--- src/rtl/bank_arbiter_pkg.sv ---
// Shared defaults for the two-requester bank arbiter and the requester id type
// used by the round-robin priority pointer.
package bank_arbiter_pkg;

  localparam int DEF_DATA_WIDTH = 8;
  localparam int DEF_MEM_DEPTH  = 64;
  localparam int DEF_NUM_BANKS  = 4;
  localparam int DEF_RD_LATENCY = 2;
  localparam int DEF_BANK_W     = $clog2(DEF_NUM_BANKS);
  localparam int NUM_PORTS      = 2;

  typedef enum logic {
    REQ0 = 1'b0,
    REQ1 = 1'b1
  } req_id_t;

endpackage

--- src/rtl/rd_return_tracker.sv ---
// Per-port read-return tracker: delays the "read issued" strobe by the memory
// read latency and passes the memory read data straight through.
module rd_return_tracker #(
  parameter int RD_LATENCY = 2,
  parameter int DATA_WIDTH = 8
) (
  input  logic                  clk,
  input  logic                  rst_n,
  input  logic                  en,
  input  logic                  we,
  input  logic [DATA_WIDTH-1:0] dout,
  output logic                  rvalid,
  output logic [DATA_WIDTH-1:0] rdata
);

  logic [RD_LATENCY-1:0] vld_pipe;

  // Stage 0 captures the registered command, so the tap lines up with data
  // appearing RD_LATENCY edges after the command is presented to memory.
  always_ff @(posedge clk or negedge rst_n) begin
    if (!rst_n) begin
      vld_pipe <= '0;
    end else begin
      vld_pipe[0] <= en & ~we;
      for (int i = 1; i < RD_LATENCY; i++) vld_pipe[i] <= vld_pipe[i-1];
    end
  end

  assign rvalid = vld_pipe[RD_LATENCY-1];
  assign rdata  = dout;

endmodule

--- src/rtl/bank_arbiter.sv ---
// Two-requester arbiter onto a dual-port banked memory: requester 0 -> port A,
// requester 1 -> port B, same-bank collisions resolved round-robin.
module bank_arbiter
  import bank_arbiter_pkg::*;
#(
  parameter  int DATA_WIDTH = DEF_DATA_WIDTH,
  parameter  int MEM_DEPTH  = DEF_MEM_DEPTH,
  parameter  int NUM_BANKS  = DEF_NUM_BANKS,
  parameter  int RD_LATENCY = DEF_RD_LATENCY,
  localparam int ADDR_W     = $clog2(MEM_DEPTH),
  localparam int BANK_W     = $clog2(NUM_BANKS)
) (
  input  logic                  clk,
  input  logic                  rst_n,
  input  logic                  i_valid_0,
  input  logic                  i_valid_1,
  input  logic                  i_we_0,
  input  logic                  i_we_1,
  input  logic [ADDR_W-1:0]     i_addr_0,
  input  logic [ADDR_W-1:0]     i_addr_1,
  input  logic [DATA_WIDTH-1:0] i_wdata_0,
  input  logic [DATA_WIDTH-1:0] i_wdata_1,
  output logic                  o_ready_0,
  output logic                  o_ready_1,
  output logic                  o_rvalid_0,
  output logic                  o_rvalid_1,
  output logic [DATA_WIDTH-1:0] o_rdata_0,
  output logic [DATA_WIDTH-1:0] o_rdata_1,
  output logic                  o_ena,
  output logic                  o_wea,
  output logic [ADDR_W-1:0]     o_addra,
  output logic [DATA_WIDTH-1:0] o_dina,
  output logic                  o_enb,
  output logic                  o_web,
  output logic [ADDR_W-1:0]     o_addrb,
  output logic [DATA_WIDTH-1:0] o_dinb,
  input  logic [DATA_WIDTH-1:0] i_douta,
  input  logic [DATA_WIDTH-1:0] i_doutb,
  output logic [15:0]           o_conflict_cnt
);

  logic [NUM_PORTS-1:0]                 valid, we, ready, accept;
  logic [NUM_PORTS-1:0][ADDR_W-1:0]     addr, addr_q;
  logic [NUM_PORTS-1:0][DATA_WIDTH-1:0] wdata, din_q, dout, rdata;
  logic [NUM_PORTS-1:0]                 en_q, we_q, rvalid;
  logic [BANK_W-1:0]                    bank_0, bank_1;
  logic                                 conflict;
  req_id_t                              prio;
  logic [15:0]                          conflict_cnt;

  assign valid = {i_valid_1, i_valid_0};
  assign we    = {i_we_1, i_we_0};
  assign addr  = {i_addr_1, i_addr_0};
  assign wdata = {i_wdata_1, i_wdata_0};
  assign dout  = {i_doutb, i_douta};

  assign bank_0   = i_addr_0[ADDR_W-1 -: BANK_W];
  assign bank_1   = i_addr_1[ADDR_W-1 -: BANK_W];
  assign conflict = i_valid_0 && i_valid_1 && (bank_0 == bank_1);

  // Idle or non-colliding requesters always see ready; only the loser stalls.
  assign ready[0] = !conflict || (prio == REQ0);
  assign ready[1] = !conflict || (prio == REQ1);
  assign accept   = valid & ready;

  always_ff @(posedge clk or negedge rst_n) begin
    if (!rst_n) begin
      en_q   <= '0;
      we_q   <= '0;
      addr_q <= '0;
      din_q  <= '0;
    end else begin
      for (int p = 0; p < NUM_PORTS; p++) begin
        en_q[p] <= accept[p];
        we_q[p] <= accept[p] & we[p];
        if (accept[p]) begin
          addr_q[p] <= addr[p];
          din_q[p]  <= wdata[p];
        end
      end
    end
  end

  always_ff @(posedge clk or negedge rst_n) begin
    if (!rst_n) begin
      prio         <= REQ0;
      conflict_cnt <= '0;
    end else if (conflict) begin
      prio <= (prio == REQ0) ? REQ1 : REQ0;
      if (conflict_cnt != 16'hFFFF) conflict_cnt <= conflict_cnt + 16'd1;
    end
  end

  for (genvar p = 0; p < NUM_PORTS; p++) begin : g_trk
    rd_return_tracker #(
      .RD_LATENCY(RD_LATENCY),
      .DATA_WIDTH(DATA_WIDTH)
    ) u_trk (
      .clk   (clk),
      .rst_n (rst_n),
      .en    (en_q[p]),
      .we    (we_q[p]),
      .dout  (dout[p]),
      .rvalid(rvalid[p]),
      .rdata (rdata[p])
    );
  end

  assign o_ready_0      = ready[0];
  assign o_ready_1      = ready[1];
  assign o_rvalid_0     = rvalid[0];
  assign o_rvalid_1     = rvalid[1];
  assign o_rdata_0      = rdata[0];
  assign o_rdata_1      = rdata[1];
  assign o_ena          = en_q[0];
  assign o_wea          = we_q[0];
  assign o_addra        = addr_q[0];
  assign o_dina         = din_q[0];
  assign o_enb          = en_q[1];
  assign o_web          = we_q[1];
  assign o_addrb        = addr_q[1];
  assign o_dinb         = din_q[1];
  assign o_conflict_cnt = conflict_cnt;

endmodule
--- config.mk ---
export PLATFORM = sky130hd
export DESIGN_NAME = bank_arbiter
export DESIGN_NICKNAME = d
export VERILOG_FILES = /design/src/rtl/bank_arbiter_pkg.sv /design/src/rtl/rd_return_tracker.sv /design/src/rtl/bank_arbiter.sv
export SDC_FILE = /design/constraint.sdc
export NUM_CORES = 1
export LEC_CHECK = 0
export ABC_AREA = 1
export BUFFER_PORTS_ARGS = -buffer_cell sky130_fd_sc_hd__buf_2
export CAP_MARGIN = 0
export CORE_UTILIZATION = 47
export CTS_BUF_LIST = sky130_fd_sc_hd__clkbuf_16
export DETAILED_ROUTE_END_ITERATION = 10
export GPL_ROUTABILITY_DRIVEN = 0
export PLACE_DENSITY_LB_ADDON = 0.12
export SYNTH_ARGS = -nofsm -noshare
export SYNTH_HDL_FRONTEND = slang
export SYNTH_SLANG_ARGS = --single-unit
--- constraint.sdc ---
create_clock -name clk -period 1.82 [get_ports clk]
set_clock_uncertainty 0.15 [all_clocks]
set_input_delay 0.273 -clock clk [delete_from_list [all_inputs] [get_ports clk]]
set_output_delay 0.273 -clock clk [all_outputs]
set_load 0.005 [all_outputs]
==> flow_summary.ini, run 1 <==
[status]
outcome = completed

[drt]
drc = 0
drtIter0Drc = 73
finalWirelength_um = 5200
ant_nets = 0
wl_per_cell_um = 11.2
dr.pass1.iters = 4
viasPerCell = 4.53
via_count = 2091

[placed_design]
place_area_um2 = 2980
io_buffers = 85
post-place-ws_ns = 0.184
placedCellCount = 453
place_hpwl_um = 3830

[finish]
syn_to_final_growth_pct = 20.8
drive_gt1_frac = 0.319
layout_common_cells = 151 x nand2_1, 85 x buf_2, 53 x dfrtp_1, 21 x inv_1, 18 x nor2_1
final_cell_area_um2 = 3140
utilization = 0.603
nFillCells = 502
antenna_cells = 0
final_cells = 462
final_common_cell = nand2_1
nNetsFinal = 442

[sta]
tns_ns = 0
holdWs_ns = 0.0222
fin_crit_sh = 0.904
drv_slew = 0
period_minus_slack_ns = 1.65
finalSetupViolations = 0
rsz0062_at_grt = false
fmax_mhz = 608
hold_viol_final = 0
worstMarginPinSlew_ns = 0.438
timing.final.ws_setup_ns = 0.175
slew_headroom = 0.707

[setup_path]
crit_fanout = 8
cp-start-kind = flip-flop
critPathCaptureType = flip-flop
cpPeakStageDelay_ns = 0.38
cpLargestDelayFamily = simple AND/OR/NAND/NOR gates
cp_cell_sequence = ha_1, nand2_1, nor2_4, nand2_2, nor2_4, nor2_4, buf_4, nand2_1, nand2_1
worstPathRequired_ns = 1.90
worstSetupPathType = reg2reg
arrival_ns = 1.73
critPathSlowestCell = dfrtp_1
worst-path-buf-inv = 1

[floorplan]
start_util = 0.499
fp.dieW_um = 76.3
io_pins = 118
core_um2 = 5200
die_area_um2 = 5830
rows = 26
die_h_um = 76.3

[global_routing]
overflow = 0
grt_use_total = 0.196
busiest_layer = met2
antenna_found_initial = 0
first_global_vias = 2003
grt_start_max_net_pins = 54
use_met2 = 0.328
met3_usage = 0.0527
grt_pass1_wl_um = 9180
use_met1 = 0.252

[power]
p_comb_frac = 0.201
p_per_area_nw_per_um2 = 960
switching_share = 0.296
power.switching_uw = 892
ir_drop_uv = 613
clkPwrFrac = 0.316
p_seq_frac = 0.483
p_leak_nw = 1.74
p_total_mw = 3.01
p_int_mw = 2.12

[clock_network]
clkSinkCount = 53
path_clk_slew_ns = 0.07
htreeDepth = 2
post_cts_resized = 0
hold_buffers = 1
cts_setup_buffers = 0
clk_latency_ns = 0.29
cts_tree = done
cts_made_buffers = 5
cts_buffer_depth = 2
root_buffer = clkbuf_16

[synth]
synth_seq_cells = 53
ys_types = 22
synth_area_um2 = 2600
syn-num-nets = 365
synth.avg_cell_area_um2 = 8.27
synthCells = 314
yosysSeqAreaShare = 0.511
ys_warn_count = 0

[hold_path]
hold_class = in2reg

[job]
drv_cap = 0
worst register-to-register path: stages (launching register included):
cell and delay (ns):
dfrtp_1 0.38, ha_1 0.23, nand2_1 0.12, nor2_4 0.05
nand2_2 0.11, nor2_4 0.05, nor2_4 0.16, buf_4 0.20
nand2_1 0.07, nand2_1 0.06
power by group through the flow:
stage	Combinational (mW)	Clock, mW	Sequential, mW
finish	0.606	0.952	1.45
global route	0.690	1.04	1.48
CTS	0.621	0.983	1.45
detailed placement	0.621	0	1.47
global placement	0.605	0	1.47
floorplan	0.341	0	1.48
flip-flops by register name (all words and copies together) (netlist names):
signal	flops
o_conflict_cnt	16
o_dina	8
o_dinb	8
o_addra	6
o_addrb	6
g_trk.u_trk.vld_pipe	4
en_q	2
we_q	2
prio	1
path summary, 6_finish.rpt:
path                                            start                    endpoint  slack [ns]  cells after the start
max                                 o_conflict_cnt[0]           o_conflict_cnt[0]        0.17                      9
min                                       i_addr_0[2]                  o_addra[2]        0.02                      3
max reg2reg                         o_conflict_cnt[0]           o_conflict_cnt[0]        0.17                      9
min reg2reg                g_trk[1].u_trk.vld_pipe[0]  g_trk[1].u_trk.vld_pipe[1]        0.20                      0
max in group asynchronous                       rst_n                   o_dina[2]        0.93                      3
min in group asynchronous                       rst_n           o_conflict_cnt[9]        0.36                      3
cells by family after synthesis:
group,count (synthesis),synth area share
buf+inv,47,0.111
xor+xnor,5,0.0169
fa+ha+maj,1,0.00482
compound gates,14,0.0400
flops,53,0.511
simple gates,194,0.316
Yosys cell counts:
master / number / area (um^2)
nand3_1: 6 / 30.0
ha_1: 1 / 12.5
nand2_4: 2 / 22.5
buf_6: 4 / 45.0
nor2_1: 18 / 67.6
o21ai_2: 6 / 52.6
xor2_1: 5 / 43.8
a21oi_4: 1 / 16.3
nand3b_1: 1 / 7.51
nor2_2: 1 / 6.26
inv_2: 3 / 11.3
nor2_4: 4 / 45.0
nand2_1: 151 / 567
dfrtp_1: 53 / 1330
inv_4: 1 / 6.26
nand2_2: 6 / 37.5
nand3_2: 2 / 20.0
buf_12: 1 / 20.0
o21ai_0: 7 / 35.0
nand4_1: 3 / 18.8
buf_4: 17 / 128
inv_1: 21 / 78.8
cell type report:
cell class | count | area, um^2 | share of cell area
repair buffers | 92 | 493 | 0.157
inverters | 25 | 96.3 | 0.0307
clock inverters | 3 | 26.3 | 0.00838
clock buffers | 5 | 125 | 0.0399
flip-flops and latches | 53 | 1330 | 0.423
multi-input cells | 214 | 982 | 0.313
well taps | 70 | 87.6 | 0.0279
per-layer routing:
metal  routed length, um  share of wire  vias up
met2                2450           0.47       60
met3                 344          0.066        6
met1                2350           0.45      938
met4                  46         0.0089        0
met5                   0              0        -
li1                    -              -     1087
(Power assumes the default switching activity.)
==> inputs of run 2 (changes only) <==
RECOVER_POWER = 50   (was unset)
==> flow_summary.ini, run 2 (same netlist as run 1, synthesis figures left out) <==
[drt]
ant_nets = 0
dr.pass1.iters = 4
finalWirelength_um = 5200
wl_per_cell_um = 11.3
viasPerCell = 4.52
drtIter0Drc = 76
drc = 0
via_count = 2087

[sta]
slew_headroom = 0.529
tns_ns = 0
fmax_mhz = 608
rsz0062_at_grt = false
worstMarginPinSlew_ns = 0.707
finalSetupViolations = 0
drv_slew = 0
hold_viol_final = 0
fin_crit_sh = 0.904
period_minus_slack_ns = 1.65

[setup_path]
arrival_ns = 1.73
timing.rr.end = o_conflict_cnt[0]
cp_cell_sequence = ha_1, nand2_1, nor2_4, nand2_2, nor2_4, nor2_4, buf_4, nand2_1, nand2_1
worstRegToRegCells = 9
worstPathRequired_ns = 1.90
critPathCaptureType = flip-flop
reg2reg_from = o_conflict_cnt[0]
cp-start-kind = flip-flop
critPathSlowestCell = dfrtp_1
cpPeakStageDelay_ns = 0.38
crit_fanout = 8
worstSetupPathType = reg2reg
ff2ff_setup_slack_ns = 0.17

[finish]
largest_reg_flops = 16
drive_gt1_frac = 0.311
nNetsFinal = 442
final_common_cell = nand2_1
layout_common_cells = 151 x nand2_1, 85 x buf_2, 53 x dfrtp_1, 21 x inv_1, 19 x nor2_1
syn_to_final_growth_pct = 19.6
antenna_cells = 0
final_cells = 462
nFillCells = 508

[floorplan]
core_um2 = 5200
die_h_um = 76.3
rows = 26
fp.dieW_um = 76.3
io_pins = 118
die_area_um2 = 5830
start_util = 0.499

[power]
p_seq_frac = 0.484
p_comb_frac = 0.199
power.switching_uw = 886
switching_share = 0.295
clkPwrFrac = 0.317
p_leak_nw = 1.73
p_per_area_nw_per_um2 = 966
ir_drop_uv = 613
p_int_mw = 2.11

[clock_network]
clkSinkCount = 53
htreeDepth = 2
cts_buffer_depth = 2
cts_made_buffers = 5
root_buffer = clkbuf_16
cts_tree = done
clk_latency_ns = 0.29
path_clk_slew_ns = 0.07

[hold_path]
whs_path_depth = 3
hold_class = in2reg
hp-start = i_addr_0[2]
min_to = o_addra[2]

[job]
drv_cap = 0

[global_routing]
use_met2 = 0.328
grt_start_max_net_pins = 54
first_global_vias = 2003
busiest_layer = met2
met3_usage = 0.0527
grt_use_total = 0.196
overflow = 0
use_met1 = 0.252
grt_pass1_wl_um = 9180
antenna_found_initial = 0

[placed_design]
io_buffers = 85
place_hpwl_um = 3830
placedCellCount = 453

[status]
outcome = completed
run 2: cell types whose count changed in the layout (fill, tap and decap cells not counted), sizes merged:
cell	delta
clkbuf	+1
buf	-1
run 2: how the worst max path moves through the flow:
stage / start / endpoint / slack (ns)
after floorplan: o_conflict_cnt[0] / o_conflict_cnt[3] / 0.24
after global placement: o_conflict_cnt[0] / o_conflict_cnt[2] / 0.22
after detailed placement: o_conflict_cnt[0] / o_conflict_cnt[2] / 0.18
after CTS: o_conflict_cnt[0] / o_conflict_cnt[0] / 0.16
after global routing: o_conflict_cnt[0] / o_conflict_cnt[14] / 0.04
final: o_conflict_cnt[0] / o_conflict_cnt[0] / 0.17
run 2: repair_timing:
action / in CTS / in global routing
hold buffers: 1 / 0
endpoints found under the hold margin: 53 / 0
buffers inserted: 0 / 0
resized for setup: 0 / 0
run 2: routing by layer:
layer | wire length (um) | up-vias | share of wire
li1 | - | 1087 | -
met1 | 2360 | 934 | 0.45
met2 | 2450 | 60 | 0.47
met3 | 339 | 6 | 0.065
met4 | 46 | 0 | 0.0088
met5 | 0 | - | 0
run 2: area by class of cell:
class | count | area (um^2) | area share
clock buffer | 5 | 125 | 0.0403
tap | 70 | 87.6 | 0.0282
clock inverter | 3 | 26.3 | 0.00846
sequential | 53 | 1330 | 0.427
timing repair buffer | 92 | 480 | 0.155
multi-input combinational | 214 | 965 | 0.311
inverter | 25 | 96.3 | 0.0310
run 2: power by group through the flow:
stage | clock [mW] | combinational, mW | sequential [mW]
floorplan | 0 | 0.341 | 1.48
global placement | 0 | 0.605 | 1.47
detailed placement | 0 | 0.621 | 1.47
CTS | 0.983 | 0.621 | 1.45
global route | 1.04 | 0.681 | 1.48
finish | 0.951 | 0.598 | 1.45
run 2: worst max-delay path: cells and delay by family, from the launching register on:
kind | cells | cell delay [ns]
DFF | 1 | 0.38
and+or+nand+nor | 7 | 0.62
adders and majority gates | 1 | 0.23
buffers and inverters | 1 | 0.20
run 2: stage by stage:
step                total power, mW  setup slack, ns  hold WS [ns]  utilization  cell area [um^2]
finish                         3.00            0.175        0.0227        0.597              3110
global placement               2.08            0.222         0.141        0.572              2980
CTS                            3.06            0.162        0.0167        0.603              3140
floorplan                      1.82            0.239        -0.173            -              2600
detailed placement             2.09            0.184         0.139        0.572              2980
global route                   3.20           0.0438        0.0215        0.597              3110
==> inputs of run 3 (changes only) <==
REMOVE_ABC_BUFFERS = 1   (was unset)
==> flow_summary.ini, run 3 (same netlist as run 1, synthesis figures left out) <==
[status]
outcome = completed

[hold_path]
hold_class = in2reg

[finish]
final_cells = 460
layout_common_cells = 152 x nand2_1, 84 x buf_2, 53 x dfrtp_1, 22 x inv_1, 19 x nor2_1
syn_to_final_growth_pct = 19.1
largest_reg_flops = 16
antenna_cells = 0
nNetsFinal = 441
final_common_cell = nand2_1
nFillCells = 479
drive_gt1_frac = 0.303
final_cell_area_um2 = 3090

[clock_network]
post_cts_resized = 0
cts_tree = done
root_buffer = clkbuf_16
htreeDepth = 2
cts_made_buffers = 5
cts_buffer_depth = 2
path_clk_slew_ns = 0.06
cts_setup_buffers = 0
clkSinkCount = 53
clk_latency_ns = 0.28

[global_routing]
antenna_found_initial = 0
first_global_vias = 2103
grt_pass1_wl_um = 9560
grt_use_total = 0.206
grt_start_max_net_pins = 54
overflow = 0

[drt]
drtIter0Drc = 63
dr.pass1.iters = 4
via_count = 2104
viasPerCell = 4.57
drc = 0
wl_per_cell_um = 12.2
finalWirelength_um = 5590
ant_nets = 0

[sta]
slew_headroom = 0.522
drv_slew = 0
finalSetupViolations = 0
holdWs_ns = 0.0312
hold_viol_final = 0
fmax_mhz = 593
worstMarginPinSlew_ns = 0.718
period_minus_slack_ns = 1.69
fin_crit_sh = 0.927
rsz0062_at_grt = false

[power]
p_per_area_nw_per_um2 = 935
clkPwrFrac = 0.302
switching_share = 0.285
p_leak_nw = 1.73
ir_drop_uv = 450
p_comb_frac = 0.194
p_seq_frac = 0.504
power.switching_uw = 823
p_int_mw = 2.07

[setup_path]
worstPathRequired_ns = 1.85
critPathSlowestCell = dfrtp_1
cpPeakStageDelay_ns = 0.40
worst-path-buf-inv = 1
critPathMostFrequentCell = nor2_4
cpLargestDelayFamily = simple AND/OR/NAND/NOR gates
critPathCaptureType = flip-flop
arrival_ns = 1.71
cp-start-kind = flip-flop
cp_cell_sequence = ha_1, nand2_1, nor2_4, nand2_2, nor2_4, nor2_4, buf_12, nand2_1, o21ai_2
worstSetupPathType = reg2reg
crit_fanout = 17

[floorplan]
io_pins = 118
die_area_um2 = 5830
die_h_um = 76.3
fp.dieW_um = 76.3
start_util = 0.499
rows = 26
core_um2 = 5200

[placed_design]
place_area_um2 = 2980
placedCellCount = 452
io_buffers = 85
place_hpwl_um = 4150

[job]
drv_cap = 0
## run 3: cell types whose count changed in the layout (fill, tap and decap cells not counted), moves of 2 or more
cell	before	now
clkinvlp_4	2	0
nand3_1	8	6
buf_4	5	3
nand3_2	0	2
## run 3: worst register-to-register path, delay by kind of cell (launching register included)
family,cells,cell delay [ns]
flops,1,0.40
simple gates,6,0.61
fa+ha+maj,1,0.22
compound gates,1,0.05
buf+inv,1,0.15
## run 3: path summary, 6_finish.rpt
check	cells past startpoint	endpoint	slack, ns	from
max	9	o_conflict_cnt[12]	0.13	o_conflict_cnt[0]
min	3	o_dinb[5]	0.03	i_wdata_1[5]
max reg2reg	9	o_conflict_cnt[12]	0.13	o_conflict_cnt[0]
min reg2reg	0	g_trk[1].u_trk.vld_pipe[1]	0.20	g_trk[1].u_trk.vld_pipe[0]
max in group asynchronous	3	we_q[1]	0.50	rst_n
min in group asynchronous	3	o_conflict_cnt[3]	0.54	rst_n
## run 3: routing by layer
layer  track usage  vias to the layer above  routed length, um
met5        0.0364                        -                  0
met2         0.328                       77               2540
li1              -                     1080                  -
met3        0.0778                        5                441
met1         0.256                      942               2570
met4        0.0635                        0                 46
## run 3: stage by stage
step	setup TNS [ns]	worst slack [ns]	utilization	total power, mW
after floorplan	-0.564	-0.0597	-	1.77
after global placement	0	0.173	0.573	2.04
after detailed placement	0	0.135	0.573	2.06
after CTS	0	0.124	0.600	2.94
after global routing	0	0.0170	0.594	3.07
final	0	0.133	0.594	2.89
## run 3: final cells by class
class / count / area (um^2) / share of cell area
clock buffer: 5 / 125 / 0.0404
clock inverter: 2 / 7.51 / 0.00243
inverter: 25 / 96.3 / 0.0311
multi-input combinational: 214 / 967 / 0.313
sequential: 53 / 1330 / 0.429
tap: 70 / 87.6 / 0.0283
timing repair buffer: 91 / 484 / 0.156
## run 3: power groups by stage
stage / clock [mW] / combinational (mW) / sequential [mW]
2_1_floorplan: 0 / 0.295 / 1.48
4_1_cts: 0.899 / 0.582 / 1.46
5_1_grt: 0.938 / 0.647 / 1.48
3_5_place_dp: 0 / 0.579 / 1.48
6_report: 0.874 / 0.562 / 1.46
3_3_place_gp: 0 / 0.568 / 1.47
## run 3: timing repair
item / 4_1_cts / 5_1_grt
endpoints found under the hold margin: 53 / 0
hold buffers: 1 / 0
setup endpoints to repair: 0 / 0
